## src/rtl/mem_port_arbiter.sv

```systemverilog
// mem_port_arbiter: shares one memory macro between the instruction-fetch
// port (F) and the load/store data port (D). One transaction in flight at a
// time; every output is registered.
module mem_port_arbiter #(
    parameter int unsigned ADDR_W        = 7,
    parameter int unsigned DATA_W        = 8,
    parameter int unsigned MEM_LATENCY   = 1,  // 1..4
    parameter int unsigned DATA_PRIORITY = 0   // 0: round-robin, 1: D wins ties
) (
    input  logic              clk,
    input  logic              reset,
    // fetch port
    input  logic              f_req,
    input  logic              f_we,
    input  logic [ADDR_W-1:0] f_addr,
    input  logic [DATA_W-1:0] f_wdata,
    output logic              f_gnt,
    output logic              f_rvalid,
    // data port
    input  logic              d_req,
    input  logic              d_we,
    input  logic [ADDR_W-1:0] d_addr,
    input  logic [DATA_W-1:0] d_wdata,
    output logic              d_gnt,
    output logic              d_rvalid,
    // shared read data
    output logic [DATA_W-1:0] rdata,
    // memory side
    output logic              mem_en,
    output logic              mem_we,
    output logic [ADDR_W-1:0] mem_addr,
    output logic [DATA_W-1:0] mem_wdata,
    input  logic [DATA_W-1:0] mem_rdata,
    // status
    output logic              busy,
    output logic [7:0]        f_stall,
    output logic [7:0]        d_stall
);

    typedef enum logic [1:0] {StIdle, StIssue, StWait} state_e;

    state_e              state_q;
    logic                owner_q;       // port of the current transaction: 0 = F, 1 = D
    logic                last_owner_q;  // port of the last issued transaction
    logic [2:0]          lat_q;
    logic                f_gnt_q, d_gnt_q, f_rvalid_q, d_rvalid_q;
    logic                mem_en_q, mem_we_q, busy_q;
    logic [ADDR_W-1:0]   mem_addr_q;
    logic [DATA_W-1:0]   mem_wdata_q, rdata_q;
    logic [7:0]          f_stall_q, d_stall_q;
    logic                pick_d;

    // Arbitration: a lone requester wins; on a tie apply the priority policy.
    always_comb begin
        pick_d = 1'b0;
        if (f_req && d_req) begin
            pick_d = (DATA_PRIORITY != 0) ? 1'b1 : !last_owner_q;
        end else begin
            pick_d = d_req;
        end
    end

    // Transaction FSM, registered outputs and saturating stall counters.
    always_ff @(posedge clk) begin
        if (reset) begin
            state_q      <= StIdle;
            owner_q      <= 1'b1;
            last_owner_q <= 1'b1;  // D, so F wins the first tie
            lat_q        <= '0;
            f_gnt_q      <= 1'b0;
            d_gnt_q      <= 1'b0;
            f_rvalid_q   <= 1'b0;
            d_rvalid_q   <= 1'b0;
            mem_en_q     <= 1'b0;
            mem_we_q     <= 1'b0;
            busy_q       <= 1'b0;
            mem_addr_q   <= '0;
            mem_wdata_q  <= '0;
            rdata_q      <= '0;
            f_stall_q    <= '0;
            d_stall_q    <= '0;
        end else begin
            f_gnt_q    <= 1'b0;
            d_gnt_q    <= 1'b0;
            f_rvalid_q <= 1'b0;
            d_rvalid_q <= 1'b0;
            mem_en_q   <= 1'b0;

            if (f_req && !f_gnt_q && (f_stall_q != 8'hFF)) f_stall_q <= f_stall_q + 8'd1;
            if (d_req && !d_gnt_q && (d_stall_q != 8'hFF)) d_stall_q <= d_stall_q + 8'd1;

            unique case (state_q)
                StIdle: begin
                    if (f_req || d_req) begin
                        owner_q     <= pick_d;
                        mem_we_q    <= pick_d ? d_we    : f_we;
                        mem_addr_q  <= pick_d ? d_addr  : f_addr;
                        mem_wdata_q <= pick_d ? d_wdata : f_wdata;
                        mem_en_q    <= 1'b1;
                        f_gnt_q     <= !pick_d;
                        d_gnt_q     <= pick_d;
                        busy_q      <= 1'b1;
                        state_q     <= StIssue;
                    end
                end
                StIssue: begin
                    last_owner_q <= owner_q;
                    if (mem_we_q) begin
                        busy_q  <= 1'b0;
                        state_q <= StIdle;
                    end else begin
                        lat_q   <= 3'(MEM_LATENCY);
                        state_q <= StWait;
                    end
                end
                StWait: begin
                    if (lat_q == 3'd1) begin
                        rdata_q    <= mem_rdata;
                        f_rvalid_q <= !owner_q;
                        d_rvalid_q <= owner_q;
                        busy_q     <= 1'b0;
                        state_q    <= StIdle;
                    end else begin
                        lat_q <= lat_q - 3'd1;
                    end
                end
                default: state_q <= StIdle;
            endcase
        end
    end

    assign f_gnt     = f_gnt_q;
    assign d_gnt     = d_gnt_q;
    assign f_rvalid  = f_rvalid_q;
    assign d_rvalid  = d_rvalid_q;
    assign rdata     = rdata_q;
    assign mem_en    = mem_en_q;
    assign mem_we    = mem_we_q;
    assign mem_addr  = mem_addr_q;
    assign mem_wdata = mem_wdata_q;
    assign busy      = busy_q;
    assign f_stall   = f_stall_q;
    assign d_stall   = d_stall_q;

endmodule

```

## config.mk

```make
export PLATFORM = sky130hd
export DESIGN_NAME = mem_port_arbiter
export DESIGN_NICKNAME = d
export VERILOG_FILES = /design/src/rtl/mem_port_arbiter.sv
export SDC_FILE = /design/constraint.sdc
export NUM_CORES = 1
export LEC_CHECK = 0
export CAP_MARGIN = 20
export CORE_MARGIN = 3
export CORE_UTILIZATION = 41
export CTS_BUF_LIST = sky130_fd_sc_hd__clkbuf_2 sky130_fd_sc_hd__clkbuf_4 sky130_fd_sc_hd__clkbuf_8
export DETAILED_ROUTE_END_ITERATION = 16
export PLACE_DENSITY = 0.81
export SETUP_SLACK_MARGIN = 0.3
export SYNTH_ARGS = -nofsm -noshare
export SYNTH_HDL_FRONTEND = slang
export SYNTH_SLANG_ARGS = --single-unit
```

## constraint.sdc

```tcl
create_clock -name clk -period 1.55 [get_ports clk]
set_input_delay 0.31 -clock clk [delete_from_list [all_inputs] [get_ports clk]]
set_output_delay 0.31 -clock clk [all_outputs]
set_load 0.02 [all_outputs]
```

After elaboration in Yosys (flattened, before gate mapping)
Cells that the tools add are included.
{ "word_totals": {"regBits": 53, "in_bits": 44, "out_inout_bits": 46, "word_cells": 71} }
{ "classes": {"n_addsub": 3, "eq_ne": 10, "muxes": 16, "bitwise_logic": 4, "n_reduce_logical": 22} }
{ "ops": {"columns": ["operator", "count"], "rows": [
  ["$add 8x1->8 const B", 2],
  ["$ne 8x8->1 const B", 2],
  ["$ne 2x2->1 const B", 5],
  ["$mux 8", 1],
  ["$mux 7", 1],
  ["$mux 1", 6],
  ["$mux 2", 3],
  ["$mux 3", 2],
  ["$pmux 2 s3", 1],
  ["$pmux 3 s2", 1],
  ["$reduce_and 2->1", 3],
  ["$reduce_or 3->1", 2],
  ["$logic_and 1x1->1", 5],
  ["$logic_not 1->1", 5],
  ["$not 1->1", 4],
  ["$reduce_and 4->1", 1],
  ["$eq 3x1->1 const B", 1],
  ["$pmux 1 s3", 1],
  ["$reduce_and 3->1", 1],
  ["$reduce_bool 3->1", 1],
  ["$sub 3x1->3 const B", 1],
  ["$eq 2x1->1 const B", 1],
  ["$eq 2x2->1 const B", 1],
  ["$logic_not 2->1", 1],
  ["3 further kinds", 3]
]} }

Longest topological paths before layout
{ "logic_depth": {"depth_word": 3, "ltp_mapped": 6, "depth_no_buf": 6} }

Least setup slack after synthesis
OpenSTA, ideal clock, no wires.
{ "synth_timing": {"kind": "reg-to-reg", "start": "reg state_q[0]", "end": "reg busy_q (netlist: busy)", "setup_time_ps": 86, "arrival_time_ps": 1476, "t_required_ps": 1464, "setup_slack_ps": -12, "stages_incl_launch_ff": 7, "path_buffers": 0, "period_less_slack_ps": 1562, "path_cell_list": "dfxtp_1 inv_1 ha_1 nor3b_1 a2111oi_0 nor2_1 a211oi_1"} }
{ "synth_via": {"elab_chain_cells": 3, "word_cells_on_any_way": 9, "cone_classes": "eq/ne: 5; mux: 1; reduce/logical: 3"} }
{ "synth_rtl": {"columns": ["element", "line_no", "text"], "rows": [
  ["start, declared", "42", "state_e state_q;"],
  ["start signal, assigned", "66", "state_q <= StIdle;"],
  ["start signal, assigned", "103", "state_q <= StIssue;"],
  ["start signal, assigned", "110", "state_q <= StIdle;"],
  ["$eq 2x1->1 (tied with other cells)", "92", "unique case (state_q)"],
  ["$ne 2x2->1 (no source line) or $reduce_bool 3->1 (tied branches)", null, null],
  ["$reduce_and 4->1 (no source line)", null, null],
  ["end signal, assigned", "102", "busy_q <= 1'b1;"],
  ["end signal, assigned", "109", "busy_q <= 1'b0;"],
  ["end signal, assigned", "121", "busy_q <= 1'b0;"],
  ["end, declared", "47", "logic mem_en_q, mem_we_q, busy_q;"]
]} }
Several ways; a longest one is shown, not always the timed one.
A chain may end at the register's enable or synchronous reset.

Worst setup path after layout
{ "layout_timing": {"start": "reg f_gnt_q (netlist: f_gnt)", "end": "reg f_stall_q[5] (netlist: f_stall[5])"} }
{ "layout_via": {"elab_chain_cells": 3} }
{ "layout_rtl": {"columns": ["element", "line_no", "text"], "rows": [
  ["start, declared", "46", "logic f_gnt_q, d_gnt_q, f_rvalid_q, d_rvalid_q;"],
  ["start signal, assigned", "100", "f_gnt_q <= !pick_d;"],
  ["$logic_not 1->1", "89", "if (f_req && !f_gnt_q && (f_stall_q != 8'hFF)) f_stall_q <= f_stall_q + 8'd1;"],
  ["$logic_and 1x1->1 (2 in a row)", "89", null],
  ["end signal, assigned", "89", null],
  ["end, declared", "50", "logic [7:0] f_stall_q, d_stall_q;"]
]} }
Every way passes these cells.

==> results.yml <==
cells_and_area:
  area_growth_pct: 77.4
  num_antenna_cells: 0
  final_core_util_pct: 78.3
  fillerInstances: 365
  mostFrequentLayoutCells: "clkdlybuf4s50_1, buf_2, dfxtp_1, nor2_1, buf_4"
  layout_commonest_cell: "clkdlybuf4s50_1"
  multi_input_area_um2: 1680
  drive_above_1_share_pct: 53.1
  regArea_um2: 1110
  fin_nets: 427
sta:
  min_period_ps: 1420
  relSlewSlack_pct: 57.1
  clock_skew_ps: 3.36
  setup_slack_ps: 129
  finalSetupViolCount: 0
  tns_ps: 0
  period_share_pct: 91.7
  fmax_mhz: 704
  finalHoldViolCount: 0
  slew_violations: 0
  rsz0062_at_grt: "true"
  tightestPinTransition_ps: 644
detailed_routing:
  wirelength_mm: 7.87
  vias_per_cell: 5.40
  first_iter_violations: 146
  drc: 0
  detail_route.wl_per_cell_um: 17.7
  ant_nets: 0
  vias: 2401
  firstDrtPassIters: 4
floorplan:
  dieHeight_um: 81.8
  start_util_pct: 44.1
  io_pins: 90
  core_um2: 5340
  die-area_um2: 6690
  die_w_um: 81.8
  rows: 26
critical_path:
  cp_data_arrival_time_ps: 1660
  critPathTopFamily: "simple AND/OR/NAND/NOR gates"
  critPathLaunchType: "flip-flop"
  end_kind: "flip-flop"
  rr_worst_depth: 4
  crit_type: "reg2reg"
  critPathCapture: "f_stall[5]"
  crit_start: "f_gnt"
  critPathMaxFanout: 4
  critPathRequiredTime_ps: 1790
  crit_buf_inv: 0
  reg2reg_from: "f_gnt"
  cp_slowest_cell: "or4_4"
  max_stage_delay_ps: 500
  r2r_setup_slack_ps: 130
  critical_path.cell_chain: "and2b_2, nand4_4, or4_4, a21oi_2"
  crit_cells: 4
  r2r-end: "f_stall[5]"
place:
  hpwl_mm: 4.46
  gp_congestion: 0.773
  io_buffers: 89
  dpl_worst_slack_ps: -257
outcome:
  status: "finished, final reports clean"
logic_synthesis:
  synthDistinctLibCells: 40
  synthTopCellsByArea: "dfxtp_1, mux2i_1, a211oi_1, nor2_1, ha_1"
  synth_nets: 300
  synthArstFlopShare_pct: 0
  netlist_instances: 247
  dominantRegCellSynth: "dfxtp_1"
  postSynthAreaPerCell_um2: 9.53
  ys_ff_latch: 53
  yosysSeqAreaShare_pct: 45.1
  synth.cell_area_um2: 2350
  synth_top_area_cell: "dfxtp_1"
  synth-edff-count: 0
  yosys.area.top_type_share_pct: 45.1
  yosysWarnings: 0
flow_run:
  drv_cap: 0
grt:
  grt_pass1_wl_mm: 10.9
  antenna_found_initial: 0
  overflow: 0
  grt_pass1_vias: 2376
  grt_usage_pct: 21.1
  grt_start_max_net_pins: 28
power_and_ir_drop:
  ir_drop_uv: 620
  power_density_nw_per_um2: 911
  leakagePower_nw: 1.71
clock_tree:
  cts_tree: "yes"
  insertion_delay_ps: 310
  cts_made_buffers: 5
  cts_buffer_depth: 2
  ctsHtreeMaxLevel: 2
  path_clk_slew_ps: 100
  holdBufCountCts: 0
  cts.sinks: 53
  cts_root_buf: "clkbuf_8"
hold_path:
  hold_class: "reg2reg"
-- sequential cells by signal (all words and copies together) (netlist names), 2 cells and up --
| signal | cells |
|---|---|
| mem_wdata | 8 |
| rdata | 8 |
| lat_q | 3 |
| d_stall | 8 |
| state_q | 2 |
| f_stall | 8 |
| mem_addr | 7 |
-- cell families (layout without fill, tap and decap cells) --
logic type / count (synthesis) / count (layout) / share of synthesized area [%]
flip-flops: 53 / 53 / 45.1
buffers and inverters: 18 / 146 / 3.40
multiplexers: 27 / 27 / 11.5
adder cells (fa/ha/maj): 9 / 9 / 4.78
XOR/XNOR: 4 / 4 / 1.49
AO/OA/AOI/OAI: 52 / 52 / 15.1
AND/OR/NAND/NOR: 84 / 84 / 18.7
-- worst min path at each step --
stage               startpoint         end  slack, ps  cells past startpoint
finish                lat_q[1]    lat_q[1]        460                      2
detailed placement    lat_q[1]    lat_q[1]        450                      2
global placement      lat_q[1]    lat_q[1]        440                      2
CTS                      reset  f_stall[4]        450                      2
global route          lat_q[1]    lat_q[1]        480                      2
floorplan             lat_q[1]    lat_q[1]        430                      2
-- report_power, final --
part / switching, mW / internal [mW] / total, mW
registers: 0.120 / 1.48 / 1.60
clock network: 0.482 / 0.331 / 0.813
logic: 0.666 / 0.717 / 1.38
-- per-layer routing --
layer	part of all wire [%]	vias to the layer above	GRT usage, %
li1	-	1140	-
met1	38	1140	22.5
met2	53	112	39.3
met3	7.6	9	7.35
met4	1.2	0	5.48
met5	0	-	0
-- worst reg2reg max path: stages, from the launching register on --
cell and delay, ps:
dfxtp_4 360, and2b_2 250, nand4_4 110, or4_4 500
a21oi_2 130
-- what timing repair did --
action,CTS,global route
cloned,3,1
endpoints found under the setup margin,89,71
gates resized for setup,192,108
buffers inserted,14,8
endpoints found under the hold margin,0,0
pin swaps,15,33
-- layout make-up --
cell class                      count  share of cell area (%)
Clock buffer                        5                    1.65
Tap cell                           70                    2.10
Inverter                            6                   0.719
Clock inverter                      3                   0.569
Multi-Input combinational cell    176                    40.2
Sequential cell                    53                    26.6
Timing Repair Buffer              132                    28.1
-- stage by stage --
stage / total power [mW] / hold slack, ps / area, µm² / instances
detailed placement: 2.56 / 446 / 3520 / 411
floorplan: 2.11 / 432 / 2460 / 247
finish: 3.80 / 462 / 4180 / 445
global route: 3.96 / 483 / 4180 / 445
global placement: 2.53 / 440 / 3520 / 411
CTS: 3.57 / 455 / 3890 / 436
-- cell usage after synthesis (2+ instances only) --
cell type,instances
and2_1,2
or3_1,2
nor3b_1,2
nand3b_1,3
o21ai_0,6
nor2b_1,4
o21a_1,2
o211ai_1,2
clkbuf_1,9
inv_1,6
ha_1,9
a21oi_1,12
nand4_1,3
xor2_1,4
dfxtp_1,53
a211oi_1,21
nand2_1,8
nand3_1,3
and4_1,2
mux2i_1,27
and3_1,4
nor3_1,6
o31ai_1,2
nor2_1,38
and4b_1,2
Note: power is estimated with default switching activity, not from simulation.
